File: config.mk
export PLATFORM = sky130hd
export DESIGN_NAME = snake_dir_ctrl_flat
export DESIGN_NICKNAME = d
export VERILOG_FILES = /design/src/rtl/snake_dir_ctrl_if.sv /design/src/rtl/snake_dir_ctrl.sv /design/src/flat_wrapper.sv
export SDC_FILE = /design/constraint.sdc
export NUM_CORES = 1
export LEC_CHECK = 0
export CAP_MARGIN = 20
export CORE_ASPECT_RATIO = 1.1
export CORE_MARGIN = 5
export CORE_UTILIZATION = 43
export DETAILED_ROUTE_END_ITERATION = 12
export MAX_ROUTING_LAYER = met4
export PLACE_DENSITY = 0.82
export SYNTH_ARGS = -nofsm -noshare
export SYNTH_HDL_FRONTEND = slang
export SYNTH_SLANG_ARGS = --single-unit
File: constraint.sdc
create_clock -name clk -period 2.2 [get_ports clk]
set_clock_uncertainty 0.1 [all_clocks]
set_input_delay 0.33 -clock clk [delete_from_list [all_inputs] [get_ports clk]]
set_output_delay 0.33 -clock clk [all_outputs]
set_load 0.01 [all_outputs]
File: src/rtl/snake_dir_ctrl_if.sv
// snake_dir_ctrl_if: key levels and game tick in; heading, step strobe and queue status out.
interface snake_dir_ctrl_if #(
   parameter int unsigned QDEPTH = 2
);
   logic                    right;
   logic                    left;
   logic                    up;
   logic                    down;
   logic                    tick;
   logic [1:0]              dir;
   logic                    step;
   logic [$clog2(QDEPTH):0] q_cnt;
   logic                    drop;

   modport master (
      output right, left, up, down, tick,
      input  dir, step, q_cnt, drop
   );

   modport slave (
      input  right, left, up, down, tick,
      output dir, step, q_cnt, drop
   );
endinterface

File: src/rtl/snake_dir_ctrl.sv
// snake_dir_ctrl: edge-detects direction keys, filters redundant turns, queues them and applies one per tick.
// Build option: define SNAKE_REV_FILTER_EN to also reject turns opposite to the reference heading.
module snake_dir_ctrl #(
   parameter int unsigned QDEPTH = 2
) (
   input  logic            clk,
   input  logic            rst_n,
   snake_dir_ctrl_if.slave bus
);
   localparam int unsigned PW = $clog2(QDEPTH);
   localparam int unsigned CW = PW + 1;

   logic [3:0]    r_k_q;
   logic [1:0]    r_dir;
   logic          r_step;
   logic          r_drop;
   logic [CW-1:0] r_cnt;
   logic [PW-1:0] r_rptr;
   logic [PW-1:0] r_wptr;
   logic [1:0]    r_fifo [QDEPTH];

   logic [3:0]    w_keys;
   logic [3:0]    w_edge;
   logic          w_cand_vld;
   logic [1:0]    w_cand;
   logic [PW-1:0] w_tail_idx;
   logic [1:0]    w_ref;
   logic          w_rev_hit;
   logic          w_full;
   logic          w_pop;
   logic          w_reject;
   logic          w_push;

   assign w_keys = {bus.right, bus.left, bus.up, bus.down};
   assign w_edge = w_keys & ~r_k_q;

   // Only the highest-priority edge is a candidate; lower ones vanish silently.
   always_comb begin
      w_cand_vld = 1'b1;
      w_cand     = 2'b00;
      if (w_edge[3])      w_cand = 2'b00;
      else if (w_edge[2]) w_cand = 2'b01;
      else if (w_edge[1]) w_cand = 2'b10;
      else if (w_edge[0]) w_cand = 2'b11;
      else                w_cand_vld = 1'b0;
   end

   // Reference is the most recently queued turn, sampled before this cycle's pop.
   assign w_tail_idx = r_wptr - PW'(1);
   assign w_ref      = (r_cnt != '0) ? r_fifo[w_tail_idx] : r_dir;

`ifdef SNAKE_REV_FILTER_EN
   assign w_rev_hit = (w_cand == {w_ref[1], ~w_ref[0]});
`else
   assign w_rev_hit = 1'b0;
`endif

   assign w_full   = (r_cnt == CW'(QDEPTH));
   assign w_pop    = bus.tick && (r_cnt != '0);
   assign w_reject = (w_cand == w_ref) || w_rev_hit || (w_full && !w_pop);
   assign w_push   = w_cand_vld && !w_reject;

   always_ff @(posedge clk or negedge rst_n) begin
      if (!rst_n) begin
         r_k_q  <= '0;
         r_dir  <= 2'b00;
         r_step <= 1'b0;
         r_drop <= 1'b0;
         r_cnt  <= '0;
         r_rptr <= '0;
         r_wptr <= '0;
      end else begin
         r_k_q  <= w_keys;
         r_step <= bus.tick;
         r_drop <= w_cand_vld && w_reject;
         if (w_pop) begin
            r_dir  <= r_fifo[r_rptr];
            r_rptr <= r_rptr + PW'(1);
         end
         if (w_push) begin
            r_wptr <= r_wptr + PW'(1);
         end
         case ({w_push, w_pop})
            2'b10:   r_cnt <= r_cnt + CW'(1);
            2'b01:   r_cnt <= r_cnt - CW'(1);
            default: r_cnt <= r_cnt;
         endcase
      end
   end

   // Storage needs no reset: entries are only read while counted as valid.
   always_ff @(posedge clk) begin
      if (w_push) begin
         r_fifo[r_wptr] <= w_cand;
      end
   end

   assign bus.dir   = r_dir;
   assign bus.step  = r_step;
   assign bus.q_cnt = r_cnt;
   assign bus.drop  = r_drop;
endmodule

File: src/flat_wrapper.sv
// flat-port wrapper written by rule: the top's interface ports become plain ports
module snake_dir_ctrl_flat 
#(
   parameter int unsigned QDEPTH = 2
)
  (clk, rst_n, bus_right, bus_left, bus_up, bus_down, bus_tick, bus_dir, bus_step, bus_q_cnt, bus_drop);
  snake_dir_ctrl_if #(.QDEPTH(QDEPTH)) bus_i ();
  input  logic clk;
  input  logic rst_n;
  input wire logic [$bits(bus_i.right)-1:0] bus_right;
  input wire logic [$bits(bus_i.left)-1:0] bus_left;
  input wire logic [$bits(bus_i.up)-1:0] bus_up;
  input wire logic [$bits(bus_i.down)-1:0] bus_down;
  input wire logic [$bits(bus_i.tick)-1:0] bus_tick;
  output wire logic [$bits(bus_i.dir)-1:0] bus_dir;
  output wire logic [$bits(bus_i.step)-1:0] bus_step;
  output wire logic [$bits(bus_i.q_cnt)-1:0] bus_q_cnt;
  output wire logic [$bits(bus_i.drop)-1:0] bus_drop;
  assign bus_i.right = bus_right;
  assign bus_i.left = bus_left;
  assign bus_i.up = bus_up;
  assign bus_i.down = bus_down;
  assign bus_i.tick = bus_tick;
  assign bus_dir = bus_i.dir;
  assign bus_step = bus_i.step;
  assign bus_q_cnt = bus_i.q_cnt;
  assign bus_drop = bus_i.drop;
  snake_dir_ctrl #(.QDEPTH(QDEPTH)) u_core (.clk(clk), .rst_n(rst_n), .bus(bus_i));
endmodule
### After elaboration in Yosys (flattened, before gate mapping)

Memory sizes are Yosys's and may differ from the RTL's. A register that Yosys moved wholly into a read port is not among the register bits.
Cells that the tools add are included.
W data, S select, Z words.

| storage, ports and cells | value |
|---|---|
| logic and storage cells | 40 |
| RAM bits | 4 |
| memories | 1 |
| bits of input ports | 7 |
| register bits | 10 |
| output and inout bits | 6 |

Memories:

| memory | depth | width | rd ports | clocked after memory_dff | wr ports | RTL line | RTL |
|---|---|---|---|---|---|---|---|
| u_core.r_fifo | 2 | 2 | 2 | 1 | 1 | snake_dir_ctrl.sv:20 | `logic [1:0] r_fifo [QDEPTH];` |

| cells by class | value |
|---|---|
| muxes and demuxes | 12 |
| add/sub/neg operators | 5 |
| reductions and logical operators | 10 |
| bitwise gates (word level) | 2 |
| eq/ne operators | 4 |

Operators with widths:

| operator | number |
|---|---|
| $mux W2 | 5 |
| $mux W1 | 6 |
| $and A4 B4 Y4 | 1 |
| $eq A2 B2 Y1 const B | 2 |
| $logic_and A1 B1 Y1 | 4 |
| $not A4 Y4 | 1 |
| $pmux W2 S2 | 1 |
| $reduce_bool A2 Y1 | 2 |
| $logic_not A1 Y1 | 3 |
| $add A1 B1 Y1 const B | 2 |
| $add A2 B1 Y2 const B | 1 |
| $eq A2 B1 Y1 const B | 1 |
| $eq A2 B2 Y1 | 1 |
| $sub A2 B1 Y2 const B | 1 |
| $logic_or A1 B1 Y1 | 1 |
| $sub A1 B1 Y1 const B | 1 |

### Longest topological paths before layout

Gate-level depths: netlist of the first run.

| logic depth | value |
|---|---|
| word-level depth | 12 |
| depth in mapped cells | 9 |

### Worst setup path before layout of the first run

OpenSTA, ideal clock, no wires.

| timing | value |
|---|---|
| path kind | reg-to-reg |
| start | reg u_core.r_cnt[0], in the netlist u_core.bus.q_cnt[0] |
| end | reg u_core.r_cnt[1], in the netlist u_core.bus.q_cnt[1] |
| cell stages (with the launch flop) | 9 |
| data arrival time | 2152 ps |
| clock period less this slack | 2331 ps |
| path slack | -131 ps |
| buffers on the path | 0 |
| path through | dfrtp_1 > nor2_1 > mux2i_1 > or3b_1 > a32oi_1 > nand2b_2 > ha_1 > nor2_1 > xor2_1 |

| between the ends | value |
|---|---|
| cells in the longest elaborated chain, start to end | 9 |
| elaborated cells between the ends (all ways) | 16 |

RTL lines:

| element | RTL line | RTL |
|---|---|---|
| start: declaration | snake_dir_ctrl.sv:17 | `logic [CW-1:0] r_cnt;` |
| start signal: assignment | snake_dir_ctrl.sv:84 | `2'b10: r_cnt <= r_cnt + CW'(1);` |
| start signal: assignment | snake_dir_ctrl.sv:85 | `2'b01: r_cnt <= r_cnt - CW'(1);` |
| start signal: assignment | snake_dir_ctrl.sv:86 | `default: r_cnt <= r_cnt;` |
| branches (longest 9 deep; another with $reduce_bool A2 Y1) | - |  |

Several ways; the timed one is not identified.
A chain may end at the register's enable or synchronous reset.

### Worst setup path after layout of the first run

| timing | value |
|---|---|
| start | reg u_core.r_wptr |
| end | reg u_core.r_cnt[1], in the netlist u_core.bus.q_cnt[1] |

| between the ends | value |
|---|---|
| cells in the longest elaborated chain, start to end | 9 |
| elaborated cells between the ends (all ways) | 11 |

RTL lines:

| element | RTL line | RTL |
|---|---|---|
| start: declaration | snake_dir_ctrl.sv:19 | `logic [PW-1:0] r_wptr;` |
| start signal: assignment | snake_dir_ctrl.sv:81 | `r_wptr <= r_wptr + PW'(1);` |
| $sub A1 B1 Y1 * | snake_dir_ctrl.sv:49 | `assign w_tail_idx = r_wptr - PW'(1);` |
| $mem_v2 Z2 W2 * | - |  |
| $mux W2 * | snake_dir_ctrl.sv:50 | `assign w_ref = (r_cnt != '0) ? r_fifo[w_tail_idx] : r_dir;` |
| $eq A2 B2 Y1 * | snake_dir_ctrl.sv:60 | `assign w_reject = (w_cand == w_ref) \|\| w_rev_hit \|\| (w_full && !w_pop);` |
| $logic_or A1 B1 Y1 * | snake_dir_ctrl.sv:60 |  |
| $logic_not A1 Y1 * | snake_dir_ctrl.sv:61 | `assign w_push = w_cand_vld && !w_reject;` |
| $logic_and A1 B1 Y1 * | snake_dir_ctrl.sv:61 |  |
| $eq A2 B1 Y1 or $eq A2 B2 Y1 (tied branches) | snake_dir_ctrl.sv:83 | `case ({w_push, w_pop})` |
| $pmux W2 S2 or $reduce_bool A2 Y1 (tied branches) | - |  |

Mark *: on every way between the ends. The rest lies on a longest branch, timed or not.

==> reports/qor.yml, run 1 <==
detailed_routing:
  vias: 506
  wl_per_cell_um: 12.5
  via_per_inst: 5.01
  postRouteAntennaNets: 0
  first_pass_iters: 2
  drc: 0
  wl_um: 1270
  drt_iter0_markers: 2
placement:
  gp_congestion: 0.757
  placed_cell_area_um2: 942
  dpl.hpwl_um: 964
  port-buffer-count: 12
sta:
  fmax_mhz: 426
  rsz0062_at_grt: "yes"
  slew_viol_final: 0
  fin_crit_ns: 2.35
  worst_slack_ns: -0.147
  tightest_slew_ns: 0.524
  finalHoldViolations: 0
  period_share_pct: 107
  worst_hold_slack_ns: 0.284
  maxSlewHeadroom_pct: 65.0
  setup_viol: 6
worst_setup_path:
  crit_chain: "mux2_4 -> mux2i_2 -> or3b_1 -> a32oi_2 -> nand2b_4 -> ha_4 -> xnor2_2 -> nor2_1 -> xor2_1"
  cp-end-kind: "flip-flop"
  critPathBufInv: 0
  start_kind: "flip-flop"
  critPathKind: "flip-flop to flip-flop"
  cp.required_ns: 2.31
  critical_path.top_delay_family: "simple AND/OR/NAND/NOR gates"
  rrSetupSlack_ns: -0.15
  slowest_delay_ns: 0.41
  crit_arrival_ns: 2.46
  cp_max_fo: 2
  cp_slowest_cell: "dfrtp_1"
global_routing:
  antenna_found_initial: 0
  overflow: 0
  grt_start_max_net_pins: 13
  grt_use_total_pct: 11.9
  grt_pass1_wl_um: 1950
  first_global_vias: 460
run_status:
  violations: "setup timing"
  status: "complete, but fails checks"
power:
  leakagePower_uw: 0.000448
  netSwitchingFraction_pct: 34.1
  intPower_uw: 940
  clockPowerShare_pct: 11.1
  irDropWorstVdd_v: 0.000788
  total_power_uw: 1430
  pwr-share-comb_pct: 55.6
  p_sw_uw: 487
  seq_power_share_pct: 33.3
  pwr_density_cell_nw_per_um2: 1400
floorplanning:
  die-width_um: 48.2
  start_util_pct: 44.4
  rows: 15
  die_h_um: 52.1
  coreArea_um2: 1560
  io_pins: 13
  die-area_um2: 2510
yosys:
  yosys_warnings: 0
  synth_seq_cells: 16
  syn_nets: 64
  synth.distinct_cells: 23
  syn_avg_cell_area_um2: 12.4
  syn_inst: 56
  seq_area_frac_synth_pct: 60.8
  netlist_area_um2: 692
cts:
  htreeDepth: 1
  hold_buffers: 0
  cts_buffer_depth: 2
  cts_buffers: 3
  clock_sinks: 16
  cts_tree: "yes"
  clk_pin_slew_ns: 0.09
  clock-root-buffer: "clkbuf_4"
  clkLatencyLatePin_ns: 0.28
layout:
  multi_input_area_um2: 330
  area_growth_pct: 47.4
  fillers: 119
  antenna_cells: 0
  seqCellArea_um2: 420
  mostFrequentLayoutCells: "12 x clkdlybuf4s50_1, 12 x buf_4, 12 x dfrtp_1"
  drive_above_1_share_pct: 33.3
  final_area_um2: 1020
  final_nets: 93
run:
  cap_violations: 0
worst_hold_path:
  hp-class: "input port to async pin"
==> Yosys cell counts <==
library cell,n,share of area (%)
or3b_1,1,1.3
o21ai_1,1,0.72
ha_1,1,1.8
a211oi_1,1,1.1
mux2_1,1,1.6
nor2_1,7,3.8
nand2_1,3,1.6
nand2b_1,2,1.8
a32oi_1,1,1.3
xor2_1,2,2.5
nand2b_2,1,1.3
dfrtp_1,12,43
and2b_2,1,1.3
a31oi_1,1,0.90
edfxtp_1,4,17
o21bai_1,1,1.1
inv_1,3,1.6
mux2i_1,4,5.8
nor3_1,1,0.72
o21ai_0,2,1.4
mux2_2,1,1.6
nor2b_1,1,0.90
xnor2_1,4,5.1
==> stage by stage <==
step | worst slack (ns) | utilization [%] | cells | setup TNS, ns
final | -0.147 | 65.5 | 101 | -0.411
after global routing | -0.267 | 65.5 | 101 | -0.919
after detailed placement | -0.449 | 60.5 | 96 | -2.71
after global placement | -0.386 | 60.5 | 96 | -2.42
after floorplan | -0.0444 | - | 56 | -0.0444
after CTS | -0.129 | 64.4 | 101 | -0.227
==> final timing paths <==
kind | startpoint | end | cells after the start
worst max-delay path | u_core.r_wptr | u_core.bus.q_cnt[1] | 9
worst min-delay path | rst_n | u_core.r_rptr | 1
worst max register to register | u_core.r_wptr | u_core.bus.q_cnt[1] | 9
worst min register to register | u_core.bus.dir[1] | u_core.bus.dir[1] | 2
max in group asynchronous | rst_n | u_core.bus.drop | 1
min in group clk | bus_right | u_core.r_k_q[3] | 1
==> repair_timing <==
| item | CTS | global route |
|---|---|---|
| pin swaps | 0 | 1 |
| endpoints found under the setup margin | 6 | 7 |
| setup buffers | 1 | 1 |
| resized for setup | 6 | 3 |
==> power groups by stage <==
stage	combinational (uW)	clock, uW	sequential [uW]
2_1_floorplan	350	0	519
3_3_place_gp	651	0	476
3_5_place_dp	671	0	480
4_1_cts	753	161	473
5_1_grt	872	174	483
6_report	793	158	475
==> kinds of logic (layout without fill, tap and decap cells) <==
| kind of cell | after synthesis | count (layout) | share of synthesized area [%] |
|---|---|---|---|
| flip-flops | 16 | 16 | 60.8 |
| AND/OR/NAND/NOR | 17 | 17 | 12.7 |
| multiplexers | 6 | 6 | 9.04 |
| buffers and inverters | 3 | 31 | 1.63 |
| AO/OA/AOI/OAI | 7 | 7 | 6.51 |
| XOR/XNOR | 6 | 6 | 7.59 |
| adder cells (fa/ha/maj) | 1 | 1 | 1.81 |
==> state kept, by name, summed over array words and instances, names as in the netlist <==
| signal | cells |
|---|---|
| u_core.r_rptr | 1 |
| u_core.bus.dir | 2 |
| u_core.bus.drop | 1 |
| u_core.bus.q_cnt | 2 |
| u_core.bus.step | 1 |
| u_core.r_wptr | 1 |
| u_core.r_fifo | 4 |
| u_core.r_k_q | 4 |
==> area by class of cell <==
class                   count  share of cell area, %
inverters                   3                   1.10
flip-flops and latches     16                   41.2
clock buffers               4                   2.58
repair buffers             24                   20.6
well taps                  17                   2.09
multi-input cells          37                   32.4
==> metal layers <==
metal | up-vias | share of wire, % | track usage (%) | wire length (um)
met2 | 13 | 49 | 17.4 | 626
met5 | - | 0 | - | 0
met1 | 243 | 43 | 13.7 | 546
met4 | 0 | 1.3 | 6.73 | 16
met3 | 2 | 6.2 | 4.15 | 78
li1 | 248 | - | - | -
(Power assumes the default switching activity.)
==> run 2, diff against run 1 <==
ABC_AREA = 1   (was not set)
CORE_UTILIZATION = 46   (was 43)
GPL_TIMING_DRIVEN = 0   (was not set)
PLACE_DENSITY = 0.84   (was 0.82)
==> run 2 against run 1 <==
Against the previous run:
- the run now ends clean
- critical endpoint unchanged
- sequential share of layout area is 0.51 points higher
- highest routed layer unchanged
- largest power group unchanged
- first-iteration DRC count grew to 6.0 times the previous value
- synthesized cell count is 66% higher
- design area is 1.2% lower
- largest cell class unchanged
- power is 7.6% lower
- worst setup slack better by 0.35 ns
- synthesized area is 17% higher
- sequential power is 4.2% higher
- hold slack worse by 0.17 ns
- cell count is 27% higher
==> reports/qor.yml, run 2 <==
run_status:
  status: "finished clean"  # was complete, but fails checks
yosys:
  syn_avg_cell_area_um2: 8.72  # was 12.4 um2
  netlist_area_um2: 811  # was 692 um2
  syn_nets: 101  # was 64
  synth_seq_cells: 16  # unchanged
  synth.distinct_cells: 22  # was 23
  synth_ff_type: "dfrtp_1"  # unchanged
  yosysMostFrequentCell: "nand2_1"  # was dfrtp_1
  seq_area_frac_synth_pct: 51.9  # was 60.8%
  synth_edf_count: 4  # unchanged
  synth_async_sr_flop_share_pct: 75.0  # unchanged
  syn_inst: 93  # was 56
  yosys_warnings: 0  # unchanged
  ys_top_cells_by_count: "29 x nand2_1, 12 x dfrtp_1, 10 x inv_1"  # was 12 x dfrtp_1, 7 x nor2_1, 4 x edfxtp_1, 4 x mux2i_1, 4 x xnor2_1
  yosysTopAreaCell: "dfrtp_1"  # unchanged
  synth_top_area_share_pct: 37.0  # was 43.4%
  synthTopCellsByArea: "dfrtp_1 37%, edfxtp_1 15%, nand2_1 13%"  # was dfrtp_1 43%, edfxtp_1 17%, mux2i_1 5.8%
sta:
  finalHoldViolations: 0  # unchanged
  slew_viol_final: 0  # unchanged
  maxSlewHeadroom_pct: 64.0  # was 65.0%
  tightest_slew_ns: 0.539  # was 0.524 ns
  timing.setup.tns_ns: 0  # was -0.411 ns
  period_share_pct: 90.7  # was 107%
  setup_viol: 0  # was 6
  rsz0062_at_grt: "no"  # was yes
  fmax_mhz: 501  # was 426 MHz
  fin_crit_ns: 1.99  # was 2.35 ns
detailed_routing:
  drc: 0  # unchanged
  vias: 620  # was 506
  via_per_inst: 4.84  # was 5.01
  first_pass_iters: 4  # was 2
  drt_iter0_markers: 12  # was 2
  postRouteAntennaNets: 0  # unchanged
  wl_um: 1450  # was 1270 um
  wl_per_cell_um: 11.3  # was 12.5 um
global_routing:
  antenna_found_initial: 0  # unchanged
  grt_pass1_wl_um: 2370  # was 1950 um
  grt.met2_usage_pct: 19.0  # was 17.4%
  first_global_vias: 550  # was 460
  grt_use_total_pct: 11.9  # about the same
  overflow: 0  # unchanged
  grt_util_met3_pct: 1.66  # was 4.15%
  grt.busiest_layer: "met2"  # unchanged
  met1_usage_pct: 14.4  # was 13.7%
  grt_start_max_net_pins: 13  # unchanged
worst_setup_path:
  cp.required_ns: 2.27  # was 2.31 ns
  crit_chain: "clkdlybuf4s50_1 -> nand2_1 -> nand2_2 -> inv_2 -> nor2_4 -> nand2_1 -> nand2_1 -> inv_2 -> nand2_4 -> nand3_4 -> ha_4 -> a21oi_1 -> o21ai_1 -> xor2_1"  # was mux2_4 -> mux2i_2 -> or3b_1 -> a32oi_2 -> nand2b_4 -> ha_4 -> xnor2_2 -> nor2_1 -> xor2_1
  cp-end-kind: "flip-flop"  # unchanged
  crit_arrival_ns: 2.07  # was 2.46 ns
  critPathBufInv: 3  # was 0
  cp_max_fo: 3  # was 2
  slowest_delay_ns: 0.48  # was 0.41 ns
  start_kind: "input port"  # was flip-flop
  critical_path.top_delay_family: "buffers and inverters"  # was simple AND/OR/NAND/NOR gates
  crit_top_cell: "nand2_1"
  timing.rr.start: "u_core.bus.q_cnt[0]"  # was u_core.r_wptr
  crit_start: "bus_up"  # was u_core.r_wptr
  cp_slowest_cell: "clkdlybuf4s50_1"  # was dfrtp_1
  r2r-end: "u_core.bus.q_cnt[1]"  # unchanged
  critPathKind: "input port to flip-flop"  # was flip-flop to flip-flop
  reg2regPathDepth: 14  # was 9
  rrSetupSlack_ns: 0.27  # was -0.15 ns
cts:
  clock-root-buffer: "clkbuf_4"  # unchanged
  cts_tree: "yes"  # unchanged
  htreeDepth: 1  # unchanged
  clk_pin_slew_ns: 0.09  # about the same
  cts_buffer_depth: 2  # unchanged
  cts_buffers: 3  # unchanged
  clock_sinks: 16  # unchanged
  clkLatencyLatePin_ns: 0.28  # about the same
power:
  total_power_uw: 1320  # was 1430 uW
  irDropWorstVdd_v: 0.000629  # was 0.000788 V
  netSwitchingFraction_pct: 41.1  # was 34.1%
  seq_power_share_pct: 37.6  # was 33.3%
  p_sw_uw: 543  # was 487 uW
  pwr-share-comb_pct: 50.7  # was 55.6%
  leakagePower_uw: 0.000516  # was 0.000448 uW
  clockPowerShare_pct: 11.8  # was 11.1%
  pwr_density_cell_nw_per_um2: 1310  # was 1400 nW/um2
  intPower_uw: 776  # was 940 uW
worst_hold_path:
  hold_end: "u_core.r_k_q[0]"
  hp-class: "input port to flip-flop"  # was input port to async pin
  hp-start: "bus_down"
  holdPathStages: 1
placement:
  dp_cells: 123  # was 96
  gp_congestion: 0.854  # was 0.757
  dpl.hpwl_um: 1160  # was 964 um
  port-buffer-count: 12  # unchanged
floorplanning:
  start_util_pct: 47.1  # was 44.4%
  io_pins: 13  # unchanged
  die-width_um: 50.0  # was 48.2 um
  die_h_um: 54.0  # was 52.1 um
  rows: 16  # was 15
  coreArea_um2: 1720  # was 1560 um2
  die-area_um2: 2700  # was 2510 um2
layout:
  mostFrequentLayoutCells: "29 x nand2_1, 12 x dfrtp_1, 11 x clkdlybuf4s50_1"  # was 12 x clkdlybuf4s50_1, 12 x buf_4, 12 x dfrtp_1
  stdcell_count: 128  # was 101
  antenna_cells: 0  # unchanged
  fin_util_pct: 58.5  # was 65.5%
  layout_commonest_cell: "nand2_1"
  fillers: 153  # was 119
  largestRegisters: "u_core.r_fifo: 4 flops, u_core.r_k_q: 4 flops"  # unchanged
  drive_above_1_share_pct: 20.9  # was 33.3%
  final_nets: 119  # was 93
  area_growth_pct: 24.2  # was 47.4%
run:
  cap_violations: 0  # unchanged
-- run 2: changes by cell type in the layout (fill, tap and decap cells not counted), moves of 2 or more --
cell and delta:
a21oi_1 +2, mux2i_1 -3, inv_1 +7, nand2b_1 -2
xnor2_2 -2, nand2_2 +5, nand2_4 +2, inv_2 +6
nand3_1 +4, nand2_1 +26, buf_4 -11
-- run 2: cell families (layout without fill, tap and decap cells) --
group	Yosys count	count (layout)	share of synthesized area, %
AO/OA/AOI/OAI	6	6	4.01
adder cells (fa/ha/maj)	1	1	1.54
AND/OR/NAND/NOR	50	50	31.2
buffers and inverters	17	34	8.18
XOR/XNOR	3	3	3.24
flip-flops	16	16	51.9
-- run 2: how the worst max path moves through the flow --
stage                                     end  slack, ns  cells past startpoint
final                     u_core.bus.q_cnt[1]       0.21                     14
after global routing      u_core.bus.q_cnt[1]       0.06                     14
after detailed placement  u_core.bus.q_cnt[1]      -0.29                     14
after floorplan           u_core.bus.q_cnt[1]       0.25                     14
after CTS                 u_core.bus.q_cnt[1]       0.01                     14
after global placement    u_core.bus.q_cnt[1]      -0.22                     14
-- run 2: final cells by class --
type	instances	area (um2)	area share, %
tap	18	22.5	2.24
timing repair buffer	13	130	12.9
inverter	17	66.3	6.58
clock inverter	1	3.75	0.373
sequential	16	420	41.7
multi-input combinational	60	342	33.9
clock buffer	3	22.5	2.24
-- run 2: through the flow --
stage | hold slack [ns] | instance area (um2) | worst slack, ns
floorplan | -0.0656 | 811 | 0.254
global placement | 0.405 | 953 | -0.221
detailed placement | 0.415 | 953 | -0.294
CTS | 0.311 | 980 | 0.0109
global route | 0.113 | 1010 | 0.0615
finish | 0.115 | 1010 | 0.206
-- run 2: repair_timing --
item / CTS / global route
hold buffers: 0 / 0
gates resized for setup: 0 / 5
buffers inserted: 0 / 1
setup endpoints to repair: 0 / 1
-- run 2: per-layer routing --
metal  wire (um)  up-vias
met1         649      284
met3          41        3
met2         739       11
met5           0        -
met4          19        0
li1            -      322
-- run 2: power groups by stage --
| stage | Clock [uW] | Sequential, uW | Combinational, uW |
|---|---|---|---|
| floorplan | 0 | 507 | 441 |
| global placement | 0 | 494 | 623 |
| detailed placement | 0 | 501 | 644 |
| CTS | 159 | 494 | 645 |
| global route | 173 | 512 | 744 |
| finish | 155 | 495 | 668 |
==> run 3, diff against run 2 <==
CORE_MARGIN = not set   (was 5)
==> run 3 against run 2 <==
Against the previous run:
- cell count decreased by 0.78%
- fmax decreased by 3.7%
- clock-buffer cell count unchanged
- largest power group unchanged
==> reports/qor.yml, run 3 (same netlist as run 2, synthesis figures left out) <==
run_status:
  status: "finished clean"  # unchanged
global_routing:
  grt.busiest_layer: "met2"  # unchanged
  grt.met2_usage_pct: 36.3  # was 19.0%
  first_global_vias: 606  # was 550
  grt_pass1_wl_um: 2740  # was 2370 um
  grt_util_met3_pct: 4.76  # was 1.66%
  overflow: 0  # unchanged
  grt_use_total_pct: 21.0  # was 11.9%
  grt_start_max_net_pins: 13  # unchanged
  antenna_found_initial: 0  # unchanged
  met1_usage_pct: 23.1  # was 14.4%
cts:
  clock-root-buffer: "clkbuf_4"  # unchanged
  cts_tree: "yes"  # unchanged
  clock_sinks: 16  # unchanged
  clkLatencyLatePin_ns: 0.29  # was 0.28 ns
  cts_buffers: 3  # unchanged
  cts_buffer_depth: 2  # unchanged
  clk_pin_slew_ns: 0.09  # about the same
  htreeDepth: 1  # unchanged
detailed_routing:
  wl_per_cell_um: 12.6  # was 11.3 um
  wl_um: 1600  # was 1450 um
  vias: 624  # was 620
  first_pass_iters: 4  # unchanged
  drc: 0  # unchanged
  via_per_inst: 4.91  # was 4.84
  postRouteAntennaNets: 0  # unchanged
  drt_iter0_markers: 9  # was 12
sta:
  setup_viol: 0  # unchanged
  tightest_slew_ns: 0.584  # was 0.539 ns
  finalHoldViolations: 0  # unchanged
  worst_slack_ns: 0.129  # was 0.206 ns
  worst_hold_slack_ns: 0.303  # was 0.115 ns
  slew_viol_final: 0  # unchanged
  maxSlewHeadroom_pct: 61.0  # was 64.0%
  fmax_mhz: 483  # was 501 MHz
  fin_crit_ns: 2.07  # was 1.99 ns
  period_share_pct: 94.2  # was 90.7%
  timing.setup.tns_ns: 0  # unchanged
layout:
  final_area_um2: 1010  # about the same
  final_nets: 119  # unchanged
  largestRegisters: "u_core.r_fifo: 4 flops, u_core.r_k_q: 4 flops"  # unchanged
  layout_commonest_cell: "nand2_1"  # unchanged
  mostFrequentLayoutCells: "28 x nand2_1, 12 x clkdlybuf4s50_1, 12 x dfrtp_1"  # was 29 x nand2_1, 12 x dfrtp_1, 11 x clkdlybuf4s50_1
  antenna_cells: 0  # unchanged
  area_growth_pct: 24.1  # was 24.2%
  drive_above_1_share_pct: 20.9  # unchanged
power:
  pwr_density_cell_nw_per_um2: 1330  # was 1310 nW/um2
  irDropWorstVdd_v: 0.000597  # was 0.000629 V
  leakagePower_uw: 0.000505  # was 0.000516 uW
worst_setup_path:
  cp-end-kind: "flip-flop"  # unchanged
  start_kind: "input port"  # unchanged
  reg2regPathDepth: 14  # unchanged
  crit_arrival_ns: 2.15  # was 2.07 ns
  critPathKind: "input port to flip-flop"  # unchanged
  cp_max_fo: 3  # unchanged
  cp.required_ns: 2.28  # was 2.27 ns
floorplanning:
  die-area_um2: 1930  # was 2700 um2
  rows: 15  # was 16
  io_pins: 13  # unchanged
  coreArea_um2: 1610  # was 1720 um2
  start_util_pct: 50.2  # was 47.1%
  die-width_um: 42.0  # was 50.0 um
  die_h_um: 46.0  # was 54.0 um
placement:
  dp_slack_ns: -0.324  # was -0.294 ns
  dpl.hpwl_um: 1250  # was 1160 um
  port-buffer-count: 12  # unchanged
  placed_cell_area_um2: 952  # was 953 um2
  gp_congestion: 0.737  # was 0.854
run:
  cap_violations: 0  # unchanged
worst_hold_path:
  hp-class: "input port to async pin"  # was input port to flip-flop
-- run 3: cell types whose count changed in the layout (fill, tap and decap cells not counted) --
| cell | delta |
|---|---|
| nand2_1 | -1 |
| nand2_2 | +1 |
| clkinv_1 | +1 |
| inv_2 | -1 |
| clkdlybuf4s50_1 | +1 |
| dlymetal6s2s_1 | -1 |
-- run 3: final cells by class --
cell class / count / area [um2]
clock buffers: 3 / 22.5
flip-flops and latches: 16 / 420
multi-input cells: 60 / 344
clock inverters: 1 / 3.75
repair buffers: 13 / 128
fillers: 137 / 608
inverters: 17 / 66.3
well taps: 17 / 21.3
-- run 3: metal layers --
metal / up-vias / part of all wire, %
li1: 320 / -
met1: 279 / 41
met2: 19 / 53
met3: 6 / 3.6
met4: 0 / 2.4
met5: - / 0
-- run 3: final timing paths --
path                                          start                  end  slack, ns
worst min register to register        u_core.r_rptr        u_core.r_rptr       0.43
max in group asynchronous                     rst_n        u_core.r_rptr       1.32
worst max register to register  u_core.bus.q_cnt[1]  u_core.bus.q_cnt[1]       0.23
worst max-delay path                       bus_down  u_core.bus.q_cnt[1]       0.13
min in group clk                             bus_up      u_core.r_k_q[1]       0.40
worst min-delay path                          rst_n        u_core.r_wptr       0.30
-- run 3: per-stage QoR --
step           utilization (%)  total power [uW]  cells
3_3_place_gp              59.0              1110    122
2_1_floorplan                -               948     93
3_5_place_dp              59.0              1150    122
5_1_grt                   62.3              1470    127
4_1_cts                   60.9              1320    126
6_report                  62.3              1340    127
-- run 3: power by group --
part	internal [uW]	switching [uW]	leakage, uW
sequential	413	83.7	0.000179
clock	66.0	95.2	0.0000154
combinational	296	382	0.000311
total	775	561	0.000505
-- run 3: critical path, stage by stage --
cell             delay, ns
clkdlybuf4s50_1       0.50
nand2_1               0.07
nand2_2               0.09
clkinv_1              0.11
nor2_4                0.12
nand2_1               0.05
nand2_1               0.06
inv_2                 0.04
nand2_4               0.07
nand3_4               0.09
ha_4                  0.25
a21oi_1               0.10
o21ai_1               0.09
xor2_1                0.15
-- run 3: timing repair --
| item | in CTS | in global routing |
|---|---|---|
| buffers inserted | 0 | 1 |
| gates cloned | 0 | 0 |
| endpoints found under the setup margin | 1 | 1 |
| gates resized for setup | 1 | 3 |
| hold buffers | 0 | 0 |
| pin swaps | 0 | 1 |
==> variant, RTL diff (flow settings as in run 1) <==
Add a define of `SNAKE_REV_FILTER_EN`.
--- a/src/rtl/snake_dir_ctrl.sv
+++ b/src/rtl/snake_dir_ctrl.sv
@@ -2,2 +2,4 @@
 // Build option: define SNAKE_REV_FILTER_EN to also reject turns opposite to the reference heading.
+`define SNAKE_REV_FILTER_EN
+
 module snake_dir_ctrl #(
Check against the original RTL: not equivalent (Yosys sat finds a counterexample within 4 cycles, from zero or initial values and one cycle with rst_n low).
==> variant against run 1 <==
  * Wire length decreased by 15%
  * Worst setup slack improved by 0.24 ns
  * Combinational power is 37% lower
  * Total power decreased by 21%
  * Design area is 11% lower
  * Synthesized area fell by 1.3%
  * Utilization shrank 6.5 points
  * Sequential cell count did not move
  * Largest power group unchanged
==> variant: results <==
[timing]
worst_hold_slack_ns = 0.281
worst_pin_slew_ns = 0.537

[pwr]
p_sw_uw = 364
peakVddDrop_uv = 594
leakagePower_nw = 0.397

[worst_setup_path]
timing.reg2reg.setup_slack_ns = 0.09
cp.arrival_ns = 2.23
rr_worst_depth = 7
cp_max_fo = 5
r2r_start = "u_core.bus.q_cnt[1]$_DFFE_PN0P_"
reg2reg_to = "u_core.bus.q_cnt[1]$_DFFE_PN0P_"

[placement]
post-dp-hpwl_um = 832
place_congestion = 0.834
dp_slack_ns = -0.190
port-buffer-count = 12

[global_routing]
grt_util_all_layers_pct = 10.4
grt_pass1_wl_um = 1660
grt_pass1_vias = 457

[cts]
cts_max_level = 1
clock_latency_ns = 0.29

[cells_and_area]
top_regs = "u_core.r_fifo (4), u_core.r_k_q (4)"
drive_gt1_share_pct = 18.2
layout.nets = 86
fill_cells = 127

[logic_synthesis]
synthDistinctLibCells = 23
synth.top_cells.by_count = "dfrtp_1, nor2_1, edfxtp_1, xnor2_1"
syn-num-nets = 62
synth-seq-area-share_pct = 61.5
netlist_top_cells_area = "dfrtp_1, edfxtp_1, xnor2_1, mux2i_1, nor2_1"

[drt]
vias_per_cell = 4.94
firstDrtPassIters = 3
wl_per_cell_um = 11.4
drtIter0Drc = 3

[status]
status = "complete, no violations"
variant: final cells by class:
type	count	area share [%]
clock buffer	3	2.48
clock inverter	1	0.414
inverter	3	1.24
multi-input combinational	35	28.1
sequential	16	46.3
tap	17	2.34
timing repair buffer	19	19.0
variant: power by group through the flow:
stage          registers, mW  clock network (mW)  logic [mW]
2_1_floorplan          0.501                   0       0.279
3_3_place_gp           0.474                   0       0.481
3_5_place_dp           0.476                   0       0.498
4_1_cts                0.470               0.165       0.501
5_1_grt                0.480               0.182       0.542
6_report               0.469               0.158       0.502
variant: repair_timing:
item                                    in CTS  in global routing
endpoints found under the setup margin       0                  1
setup buffers                                0                  0
resized for setup                            0                  1
hold buffers                                 0                  0
hold endpoints to repair                     0                  0
variant: cell families (layout without fill, tap and decap cells):
| family | Yosys count | in the layout | share of synthesized area, % |
|---|---|---|---|
| adders and majority gates | 1 | 1 | 1.83 |
| DFF | 16 | 16 | 61.5 |
| muxes | 4 | 4 | 6.59 |
| xor gates and xnor gates | 6 | 6 | 8.79 |
| buffers and inverters | 3 | 26 | 1.65 |
| AOI/OAI and AO/OA | 7 | 7 | 7.14 |
| and+or+nand+nor | 17 | 17 | 12.5 |
variant: metal layers:
metal	wire length (um)	global-route usage (%)
met2	489	16.5
met1	441	10.1
met3	104	3.11
met5	0	-
met4	36	8.07
variant: stage by stage:
stage          setup TNS (ns)  std cells  utilization (%)  area [um^2]
2_1_floorplan               0         54                -          683
3_3_place_gp           -0.439         90             57.0          877
3_5_place_dp           -0.576         90             57.0          877
4_1_cts                     0         94             58.7          903
5_1_grt                     0         94             58.9          907
6_report                    0         94             58.9          907
variant: critical path: stages (launching register included):
cell and delay (ns):
dfrtp_1 0.44, or2_2 0.33, a21oi_2 0.21, mux2_4 0.33, ha_1 0.21, xnor2_1 0.13, nor2_1 0.12, xor2_1 0.16
variant: worst max path at each step:
stage / startpoint / end / slack [ns] / depth (start not counted)
6_report: u_core.bus.q_cnt[1]$_DFFE_PN0P_ / u_core.bus.q_cnt[1]$_DFFE_PN0P_ / 0.09 / 7
5_1_grt: u_core.bus.q_cnt[1]$_DFFE_PN0P_ / u_core.bus.q_cnt[1]$_DFFE_PN0P_ / 0.02 / 6
4_1_cts: u_core.bus.q_cnt[1]$_DFFE_PN0P_ / u_core.bus.q_cnt[1]$_DFFE_PN0P_ / 0.02 / 7
3_5_place_dp: bus_down / u_core.bus.q_cnt[1]$_DFFE_PN0P_ / -0.19 / 7
3_3_place_gp: bus_down / u_core.bus.q_cnt[1]$_DFFE_PN0P_ / -0.12 / 7
2_1_floorplan: u_core.bus.q_cnt[0]$_DFFE_PN0P_ / u_core.bus.q_cnt[1]$_DFFE_PN0P_ / 0.11 / 6
